<file path="config.mk">
export PLATFORM = sky130hd
export DESIGN_NAME = pipe_result_sink
export DESIGN_NICKNAME = d
export VERILOG_FILES = /design/src/rtl/pipe_sink_pkg.sv /design/src/rtl/pipe_sink_fifo.sv /design/src/rtl/pipe_result_sink.sv
export SDC_FILE = /design/constraint.sdc
export NUM_CORES = 1
export LEC_CHECK = 0
export ABC_AREA = 1
export CAP_MARGIN = 20
export CORE_UTILIZATION = 45
export DETAILED_ROUTE_END_ITERATION = 10
export MAX_ROUTING_LAYER = met4
export PLACE_DENSITY = 0.81
export SKIP_LAST_GASP = 1
export SLEW_MARGIN = 20
export SYNTH_ARGS = -nofsm -noshare
export SYNTH_HDL_FRONTEND = slang
export SYNTH_SLANG_ARGS = --single-unit
export TNS_END_PERCENT = 100
</file>
<file path="constraint.sdc">
create_clock -name clk -period 5.61 [get_ports clk]
set_input_delay 1.683 -clock clk [delete_from_list [all_inputs] [get_ports clk]]
set_output_delay 1.683 -clock clk [all_outputs]
set_load 0.005 [all_outputs]
</file>
<file path="src/rtl/pipe_sink_pkg.sv">
// rtl/pipe_sink_pkg.sv - shared widths, delay-line entry type and expected-result function
package pipe_sink_pkg;

  localparam int CNT_W  = 16;
  localparam int ERR_W  = 8;
  localparam int PIPE_N = 10;

  typedef struct packed {
    logic              vld;
    logic [PIPE_N-1:0] exp;
  } dly_entry_t;

  // Same arithmetic as the upstream pipeline, wrapping at PIPE_N bits.
  function automatic logic [PIPE_N-1:0] pipe_expect(
    input logic [PIPE_N-1:0] a,
    input logic [PIPE_N-1:0] b,
    input logic [PIPE_N-1:0] c,
    input logic [PIPE_N-1:0] d
  );
    logic [PIPE_N-1:0] sum;
    logic [PIPE_N-1:0] prod;
    sum  = (a + b) + (c - d);
    prod = sum * d;
    return prod;
  endfunction

endpackage

</file>
<file path="src/rtl/pipe_sink_fifo.sv">
// rtl/pipe_sink_fifo.sv - synchronous show-ahead FIFO, power-of-two depth
module pipe_sink_fifo #(
  parameter int N     = 10,
  parameter int DEPTH = 4
) (
  input  logic           clk,
  input  logic           rst_n,
  input  logic           push,
  input  logic           pop,
  input  logic [N-1:0]   din,
  output logic [N-1:0]   dout,
  output logic [$clog2(DEPTH):0] occ,
  output logic           full,
  output logic           empty
);

  localparam int AW = $clog2(DEPTH);
  localparam logic [AW:0] FULL_OCC = (AW+1)'(DEPTH);

  logic [N-1:0]  r_mem [DEPTH];
  logic [AW-1:0] r_wr_ptr;
  logic [AW-1:0] r_rd_ptr;
  logic [AW:0]   r_occ;
  logic          w_wr;
  logic          w_rd;

  // A push while full is only legal when the head leaves in the same cycle.
  assign w_rd = pop & ~empty;
  assign w_wr = push & (~full | w_rd);

  always_ff @(posedge clk or negedge rst_n) begin
    if (!rst_n) begin
      r_wr_ptr <= '0;
      r_rd_ptr <= '0;
      r_occ    <= '0;
    end else begin
      if (w_wr) r_wr_ptr <= r_wr_ptr + 1'b1;
      if (w_rd) r_rd_ptr <= r_rd_ptr + 1'b1;
      case ({w_wr, w_rd})
        2'b10:   r_occ <= r_occ + 1'b1;
        2'b01:   r_occ <= r_occ - 1'b1;
        default: r_occ <= r_occ;
      endcase
    end
  end

  always_ff @(posedge clk) begin
    if (w_wr) r_mem[r_wr_ptr] <= din;
  end

  assign occ   = r_occ;
  assign full  = (r_occ == FULL_OCC);
  assign empty = (r_occ == '0);
  assign dout  = empty ? '0 : r_mem[r_rd_ptr];

endmodule

</file>
<file path="src/rtl/pipe_result_sink.sv">
// rtl/pipe_result_sink.sv - result FIFO, delivery counter, overflow flag
// Optional result checker enabled by PIPE_SINK_CHECK_EN.
module pipe_result_sink
  import pipe_sink_pkg::*;
#(
  parameter int N     = PIPE_N,
  parameter int DEPTH = 4,
  parameter int LAT   = 3
) (
  input  logic             clk,
  input  logic             rst_n,
  input  logic             res_valid,
  input  logic [N-1:0]     res_data,
  output logic             out_valid,
  output logic [N-1:0]     out_data,
  input  logic             out_ready,
  output logic             full,
  output logic             ovf,
  output logic [CNT_W-1:0] rslt_cnt,
  input  logic             iss_valid,
  input  logic [N-1:0]     iss_a,
  input  logic [N-1:0]     iss_b,
  input  logic [N-1:0]     iss_c,
  input  logic [N-1:0]     iss_d,
  output logic             chk_err,
  output logic [ERR_W-1:0] err_cnt
);

  logic                    w_push;
  logic                    w_pop;
  logic                    w_full;
  logic                    w_unused_empty;
  logic [$clog2(DEPTH):0]  w_occ;
  logic                    r_ovf;
  logic [CNT_W-1:0]        r_rslt_cnt;

  assign w_pop  = out_valid & out_ready;
  assign w_push = res_valid & (~w_full | w_pop);

  pipe_sink_fifo #(.N(N), .DEPTH(DEPTH)) u_fifo (
    .clk   (clk),
    .rst_n (rst_n),
    .push  (w_push),
    .pop   (w_pop),
    .din   (res_data),
    .dout  (out_data),
    .occ   (w_occ),
    .full  (w_full),
    .empty (w_unused_empty)
  );

  assign out_valid = (w_occ != '0);
  assign full      = w_full;

  always_ff @(posedge clk or negedge rst_n) begin
    if (!rst_n) begin
      r_ovf      <= 1'b0;
      r_rslt_cnt <= '0;
    end else begin
      if (res_valid & w_full & ~w_pop) r_ovf <= 1'b1;
      if (w_pop) r_rslt_cnt <= r_rslt_cnt + 1'b1;
    end
  end

  assign ovf      = r_ovf;
  assign rslt_cnt = r_rslt_cnt;

`ifdef PIPE_SINK_CHECK_EN
  dly_entry_t       r_dly [LAT];
  dly_entry_t       w_dly_out;
  logic             w_err;
  logic             r_chk_err;
  logic [ERR_W-1:0] r_err_cnt;

  always_ff @(posedge clk or negedge rst_n) begin
    if (!rst_n) begin
      for (int i = 0; i < LAT; i++) r_dly[i] <= '0;
    end else begin
      r_dly[0] <= '{vld: iss_valid, exp: pipe_expect(iss_a, iss_b, iss_c, iss_d)};
      for (int i = 1; i < LAT; i++) r_dly[i] <= r_dly[i-1];
    end
  end

  // Orphan and missing results both show up as a valid-bit disagreement.
  assign w_dly_out = r_dly[LAT-1];
  assign w_err     = (res_valid ^ w_dly_out.vld) |
                     (res_valid & w_dly_out.vld & (w_dly_out.exp != res_data));

  always_ff @(posedge clk or negedge rst_n) begin
    if (!rst_n) begin
      r_chk_err <= 1'b0;
      r_err_cnt <= '0;
    end else if (w_err) begin
      r_chk_err <= 1'b1;
      if (r_err_cnt != '1) r_err_cnt <= r_err_cnt + 1'b1;
    end
  end

  assign chk_err = r_chk_err;
  assign err_cnt = r_err_cnt;
`else
  logic w_unused_iss;
  assign w_unused_iss = ^{iss_valid, iss_a, iss_b, iss_c, iss_d};
  assign chk_err      = 1'b0;
  assign err_cnt      = '0;
`endif

endmodule

</file>
==> impl_summary.txt, run 1 <==
----------------------------------------------------
[Place]
  Setup Slack @ Placement ... about 1700 ps
  Post-detailed-placement half-perimeter wirelength ... ~3700 um
  Number of cells in the design after placement ... between 300 and 400
  Gpl congestion ... 0.790
  Count of input and output buffers ... between 40 and 50

[Floorplan]
  Area inside the core boundary ... roughly 6300 sq um
  Top Ports ... 93
  Total number of placement rows ... 29
  Starting Density ... 46.5%
  Die outline width ... about 83 um
  Vertical die dimension ... about 83 um
  Total Die Area ... about 6900 sq um

[Synth]
  Area fraction in compound gates after synthesis ... 6.44%
  Leading area contributor after synthesis ... edfxtp_1
  Post-synthesis share of cell area spent on full adders, half adders and majority gates ... 3.22%
  Share of Yosys cell area claimed by the top area cell type ... a little over 40%
  Fraction of the yosys area taken by sequential cells ... between 60% and 70%
  Post-synthesis instance area ... 2950 sq um
  Library cells used by synthesis ... 29
  Post-synthesis share of cell area spent on xor and xnor gates ... about 3.6%
  Syn. warnings ... 0
  Dominant combinational cell family by area after synthesis ... simple AND/OR/NAND/NOR gates
  Number of synthesized register bits ... between 60 and 70
  Cell count after synthesis ... 280
  Mux share of post-synthesis cell area ... 0%
  Post-Synthesis Mean Instance Area ... 10.5 sq um
  Post-synthesis share of cell area spent on and, or, nand and nor gates ... between 10% and 20%
  Top cells by area, synth ... edfxtp_1 (41%), dfrtp_1 (20%), nor2_1 (7.4%)

[Timing]
  Worst clock skew on the final layout ... 5.84 ps
  Period Utilization, post-route ... about three quarters
  Max-slew headroom at the worst pin ... 34.0%
  Post-route worst hold slack ... slightly below 500 ps
  Final worst path period need ... 4200 ps
  Post-layout worst setup margin ... 1410 ps
  Actual transition at the worst max-transition pin ... between 900 and 1000 ps
  Final Hold Fails ... 0
  Summed negative setup slack over all endpoints ... 0 ps
  Final setup viols ... 0
  Final number of max-transition violations ... 0
  RSZ-0062 raised after global routing ... false
  Maximum frequency from static timing analysis ... 238 MHz

[Global routing]
  GRT Residual Overflow ... 0
  Overall Global Routing Usage ... between 10% and 20%
  Initial antenna violation count ... 0
  Vias in the first global route ... approximately 2100
  Pin count of the biggest net entering global routing ... 25
  First-pass GRT wire length ... 9690 um

[Power]
  VDD IR-drop max ... 266 uV
  Leakage power total ... about 1.5 nW
  Power per cell area ... between 400 and 500 nW/um^2

[Clocking]
  Number of post-CTS setup repair buffers ... 0
  Post_cts resized ... 0
  Clock tree from TritonCTS ... built
  H-tree levels ... 3
  Insertion delay of the later-clocked pin in the worst-skew pair ... roughly 340 ps
  Inserted Clock Buffers ... 9
  CTS Hold Buffers Added ... 0
  Clock Tree Root ... clkbuf_8
  Number of sinks handled by clock tree synthesis ... 64
  Max Buffers Root-to-Sink ... 2
  Clock transition at the registers of the reported paths ... ~70 ps

[Drt]
  Max Used Layer ... met4
  Vias after detailed routing ... 2050
  Final antenna-violating net count ... 0
  Number of detailed-routing iterations run before antenna repair ... 4
  Sum of routed wire segments on met1 ... about 2500 um
  Routed wl met2 ... 2780 um
  Met3 Routed Length ... approximately 280 um
  Final WL ... approximately 5600 um
  Average via count per standard cell ... approximately 5.0
  Drt drc ... 0
  Wirelength per Cell ... roughly 14 um
  Count of routing violations after the opening detailed-route iteration ... 80

[Setup path]
  Worst Path Class, Setup ... reg2out
  Critical path fanouts, max ... 22
  Element type at the critical path start ... flip-flop
  Worst endpoint required time ... around 4000 ps
  Endpoint kind of the worst setup timing path ... output pin
  CP arrival ... 2520 ps

[Final layout]
  Layout cells sized above 1 ... under 10%
  Count of placed standard cells in the final layout, fillers left out ... about 400
  # diodes ... 0
  Area Growth Syn to Fin ... 23.3%
  Post-layout nets ... approximately 390

[Run status]
  Outcome ... finished, final reports clean

[Hold path]
  Classification of the worst-slack hold path ... reg2reg

[Job]
  Number of maximum-capacitance violations ... 0

----------------------------------------------------
==> Yosys cell counts <==
cell,instances
clkinv_1,2
edfxtp_1,40
o21ai_1,1
o21ai_0,21
nand2_1,41
fa_1,1
nand2_4,1
conb_1,1
buf_2,2
ha_1,6
nand2_2,2
xor2_1,9
nor2_1,58
inv_1,22
nand4_1,1
nand3b_1,6
nor2_2,1
a31o_2,1
nand2_8,1
a21oi_1,11
dfrtp_1,24
xnor2_1,3
buf_4,9
nand3_1,6
nor3_2,1
clkbuf_1,3
a21oi_4,1
nor2_8,1
nor2_4,4
==> cell families after synthesis <==
group	count (synthesis)
buffers and inverters	38
adders and majority gates	7
other	1
DFF	64
AOI/OAI and AO/OA	35
and+or+nand+nor	123
xor gates and xnor gates	12
==> placed cells by master, fill, tap and decap left out, types with 2 or more instances in the layout <==
cell,count
nor2_4,4
nand3b_1,6
nand2_2,2
conb_1,9
clkinv_1,2
dfrtp_1,24
clkbuf_8,9
xor2_1,9
clkdlybuf4s50_1,41
a21oi_1,11
inv_1,22
ha_1,6
o21ai_0,21
xnor2_1,3
nand2_1,41
nor2_1,58
edfxtp_1,40
nand3_1,6
clkinv_2,2
bufinv_16,3
==> worst paths after layout <==
check	startpoint	slack, ps	to	cells past startpoint
min	ovf	480	ovf	1
max	u_fifo.r_rd_ptr[0]	1410	out_data[4]	4
min in group asynchronous	rst_n	1320	rslt_cnt[5]	1
max reg2reg	u_fifo.occ[1]	3420	u_fifo.occ[2]	9
max in group asynchronous	rst_n	3920	u_fifo.r_wr_ptr[1]	1
min reg2reg	ovf	480	ovf	1
==> critical path: stages (launching register included) <==
cell and delay [ps]:
dfrtp_1 800, inv_1 500, o21ai_0 310, a21oi_1 110, clkdlybuf4s50_1 450
==> where the power goes <==
part	switching (mW)	total, mW	internal, mW
clock network	0.177	0.470	0.294
logic	0.307	0.604	0.297
registers	0.0987	0.715	0.616
==> area by class of cell <==
cell class | instances | area [sq um]
fillers | 534 | 2710
flip-flops and latches | 64 | 1800
multi-input cells | 186 | 1000
repair buffers | 42 | 415
clock buffers | 10 | 128
clock inverters | 6 | 108
well taps | 77 | 96.3
inverters | 24 | 90.1
==> stage by stage <==
stage          utilization (%)  power [mW]  area, sq um
4_1_cts                   57.4        1.81         3650
6_report                  57.3        1.79         3640
5_1_grt                   57.3        1.92         3640
2_1_floorplan                -        1.05         2980
3_3_place_gp              53.7        1.31         3410
3_5_place_dp              53.7        1.34         3410
==> flip-flops by register name, summed over array words and instances, names as in the netlist <==
register	flops
u_fifo.occ	3
u_fifo.r_mem	40
u_fifo.r_wr_ptr	2
rslt_cnt	16
u_fifo.r_rd_ptr	2
ovf	1
==> metal layers <==
layer | up-vias | global-route usage, %
li1 | 990 | -
met2 | 69 | 31.1
met4 | 0 | 8.78
met1 | 982 | 22.1
met5 | - | -
met3 | 9 | 4.37
No activity file was read; power rests on OpenSTA's default activity.
==> run 2: changes to the inputs <==
Settings changed: CORE_UTILIZATION 45 to 42, PLACE_DENSITY 0.81 to 0.79.
Clock period 5.61 ns to 3.8 ns, I/O delays scaled along.
==> run 2 against run 1 <==
  * Clock skew increased by 0.91 ps
  * Power increased by 38%
  * Critical path depth increased by 1
  * Via count decreased by 2.0%
  * Highest routed layer unchanged
  * Clock power increased by 1%
  * Cell count increased by 6.4%
  * Critical endpoint is now out_data[9]
  * Routed wire length decreased by 2.3%
  * Die area increased by 7.0%
  * Non-clock buffer count increased by 7
  * Global-route usage decreased by 1.5 points
==> impl_summary.txt, run 2 (synthesis gave the netlist of run 1 again) <==
----------------------------------------------------
[Clocking]
  Insertion delay of the later-clocked pin in the worst-skew pair ... 340 ps (about the same)
  Clock tree from TritonCTS ... built (unchanged)
  Clock transition at the registers of the reported paths ... 60 ps (was 70 ps)
  Inserted Clock Buffers ... 9 (unchanged)
  Number of post-CTS setup repair buffers ... 0 (unchanged)
  Number of sinks handled by clock tree synthesis ... 64 (unchanged)
  H-tree levels ... 3 (unchanged)
  Clock Tree Root ... clkbuf_8 (unchanged)
  Max Buffers Root-to-Sink ... 2 (unchanged)
  Post_cts resized ... 0 (unchanged)
  CTS Hold Buffers Added ... 0 (unchanged)

[Setup path]
  Category of cells accounting for the largest share of critical-path delay ... buffers and inverters (unchanged)
  Critical Path Max Stage Delay ... 540 ps (was 800 ps)
  Cell breakdown of the critical path ... nor2_4, nand2_4, clkinv_1, a21oi_1, clkdlybuf4s50_1 (was inv_1, o21ai_0, a21oi_1, clkdlybuf4s50_1)
  Endpoint kind of the worst setup timing path ... output pin (unchanged)
  Worst endpoint required time ... 2660 ps (was 3930 ps)
  Startpoint of the worst-slack reg-to-reg timing path ... u_fifo.occ[0] (was u_fifo.occ[1])
  Critical path fanouts, max ... 10 (was 22)
  Worst Path Class, Setup ... reg2out (unchanged)
  Slowest CP cell ... clkdlybuf4s50_1 (was dfrtp_1)
  CP arrival ... 2140 ps (was 2520 ps)
  R2r setup slk ... 1620 ps (was 3420 ps)
  Crit Reg-Reg Endpoint ... u_fifo.occ[2] (unchanged)
  Worst reg2reg path depth ... 9 (unchanged)
  Element type at the critical path start ... flip-flop (unchanged)
  Count of buffer and inverter cells on the critical path ... 2 (unchanged)

[Place]
  Gpl congestion ... 0.795 (was 0.790)
  Count of input and output buffers ... 42 (unchanged)
  Post-detailed-placement half-perimeter wirelength ... 3750 um (was 3690 um)
  Number of cells in the design after placement ... 419 (was 393)

[Floorplan]
  Area inside the core boundary ... 6790 sq um (was 6350 sq um)
  Starting Density ... 43.5% (was 46.5%)
  Vertical die dimension ... 85.9 um (was 83.0 um)
  Total number of placement rows ... 30 (was 29)
  Die outline width ... 85.9 um (was 83.0 um)
  Total Die Area ... 7370 sq um (was 6890 sq um)
  Top Ports ... 93 (unchanged)

[Hold path]
  End of the worst hold path ... ovf (unchanged)
  Classification of the worst-slack hold path ... reg2reg (unchanged)
  Launch point of the worst hold path ... ovf (unchanged)
  Number of stages on the worst hold path ... 1 (unchanged)

[Global routing]
  First-pass GRT wire length ... 9200 um (was 9690 um)
  Overall Global Routing Usage ... 17.4% (was 18.9%)
  Layer with the highest usage after global routing ... met2 (unchanged)
  Met2 GRT Util ... 27.5% (was 31.1%)
  Met1 capacity usage during global routing ... 20.4% (was 22.1%)
  GRT Residual Overflow ... 0 (unchanged)
  Initial antenna violation count ... 0 (unchanged)
  Fraction of met3 tracks used by global routing ... 5.77% (was 4.37%)
  Pin count of the biggest net entering global routing ... 25 (unchanged)
  Vias in the first global route ... 1970 (was 2110)

[Final layout]
  Max reg flops ... 40 (unchanged)
  Highest-count cells in the layout ignoring fill and taps ... nor2_1 (58), clkdlybuf4s50_1 (42), nand2_1 (41) (was nor2_1 (58), nand2_1 (41), clkdlybuf4s50_1 (41))
  Layout cells sized above 1 ... 9.14% (was 8.73%)
  Post-layout nets ... 396 (was 389)
  # diodes ... 0 (unchanged)
  Count of filler cells inserted in the layout ... 594 (was 534)
  Area Growth Syn to Fin ... 23.3% (about the same)
  Count of placed standard cells in the final layout, fillers left out ... 435 (was 409)
  Most common cell after layout, fill and taps aside ... nor2_1 (unchanged)
  Top reg by flops ... u_fifo.r_mem (unchanged)

[Power]
  Cell-internal power ... 1.62 mW (was 1.21 mW)
  Sequential share of power ... 40.6% (was 40.0%)
  Switching Power ... 0.848 mW (was 0.582 mW)
  Part of the total power dissipated in combinational logic ... 40.1% (was 33.7%)
  Clock network fraction of total power ... 19.3% (was 26.3%)
  Leakage power total ... 1.49 nW (about the same)
  Switching Share ... 34.4% (was 32.5%)
  Power per cell area ... 677 nW/um^2 (was 491 nW/um^2)
  VDD IR-drop max ... 395 uV (was 266 uV)

[Drt]
  Average via count per standard cell ... 4.62 (was 5.01)
  Count of routing violations after the opening detailed-route iteration ... 115 (was 80)
  Vias after detailed routing ... 2009 (was 2050)
  Number of detailed-routing iterations run before antenna repair ... 4 (unchanged)
  Final antenna-violating net count ... 0 (unchanged)
  Wirelength per Cell ... 12.6 um (was 13.7 um)
  Final WL ... 5490 um (was 5620 um)
  Drt drc ... 0 (unchanged)

[Timing]
  Final setup viols ... 0 (unchanged)
  RSZ-0062 raised after global routing ... false (unchanged)
  Max-slew headroom at the worst pin ... 60.6% (was 34.0%)
  Final worst path period need ... 3280 ps
  Summed negative setup slack over all endpoints ... 0 ps (unchanged)
  Worst clock skew on the final layout ... 6.74 ps (was 5.84 ps)
  Final Hold Fails ... 0 (unchanged)
  Final number of max-transition violations ... 0 (unchanged)
  Maximum frequency from static timing analysis ... a little over 300 MHz
  Actual transition at the worst max-transition pin ... 590 ps (was 986 ps)
  Period Utilization, post-route ... between 80% and 90%

[Run status]
  Outcome ... finished, final reports clean (unchanged)

[Job]
  Number of maximum-capacitance violations ... 0 (unchanged)

----------------------------------------------------
## run 2: layer usage
layer | part of all wire, % | up-vias
li1 | - | 1004
met1 | 43 | 938
met4 | 1.8 | 0
met2 | 50 | 56
met3 | 5.7 | 11
met5 | 0 | -
## run 2: final cells by class
class	count	area, sq um	area share [%]
multi-input cells	186	1000	27.5
clock buffers	14	143	3.92
clock inverters	2	10.0	0.275
repair buffers	49	473	13.0
inverters	24	90.1	2.48
well taps	96	120	3.30
flip-flops and latches	64	1800	49.5
## run 2: worst reg2reg max path, cell delays in order (launching register included)
cell and delay [ps]:
dfrtp_1 460, nor3_2 290, nand2_2 90, nand2_2 140
ha_1 170, inv_1 70, fa_1 380, a21oi_1 150
o21ai_0 130, xor2_1 170
## run 2: worst max-delay path by stage
| stage | endpoint | startpoint | cells past startpoint | slack [ps] |
|---|---|---|---|---|
| after floorplan | u_fifo.occ[2] | out_ready | 9 | 1280 |
| after global placement | u_fifo.occ[2] | out_ready | 9 | 540 |
| after detailed placement | u_fifo.occ[2] | out_ready | 9 | 440 |
| after CTS | out_data[7] | u_fifo.r_rd_ptr[0] | 4 | 490 |
| after global routing | out_data[7] | u_fifo.r_rd_ptr[0] | 4 | 350 |
| final | out_data[9] | u_fifo.occ[0] | 5 | 520 |
## run 2: stage by stage
stage	instance area [sq um]	hold WS (ps)	setup slack, ps	power, mW	utilization (%)
5_1_grt	3640	496	346	2.64	53.6
4_1_cts	3640	474	492	2.49	53.6
3_3_place_gp	3490	460	539	1.97	51.3
3_5_place_dp	3490	460	443	2.01	51.3
2_1_floorplan	2980	466	1280	1.55	-
6_report	3640	471	517	2.46	53.6
## run 2: power groups by stage
stage	Combinational, mW	Sequential, mW	Clock [mW]
2_1_floorplan	0.545	1.00	0
5_1_grt	1.11	1.02	0.518
6_report	0.988	1.00	0.476
4_1_cts	1.00	1.00	0.487
3_3_place_gp	0.962	1.01	0
3_5_place_dp	0.999	1.01	0
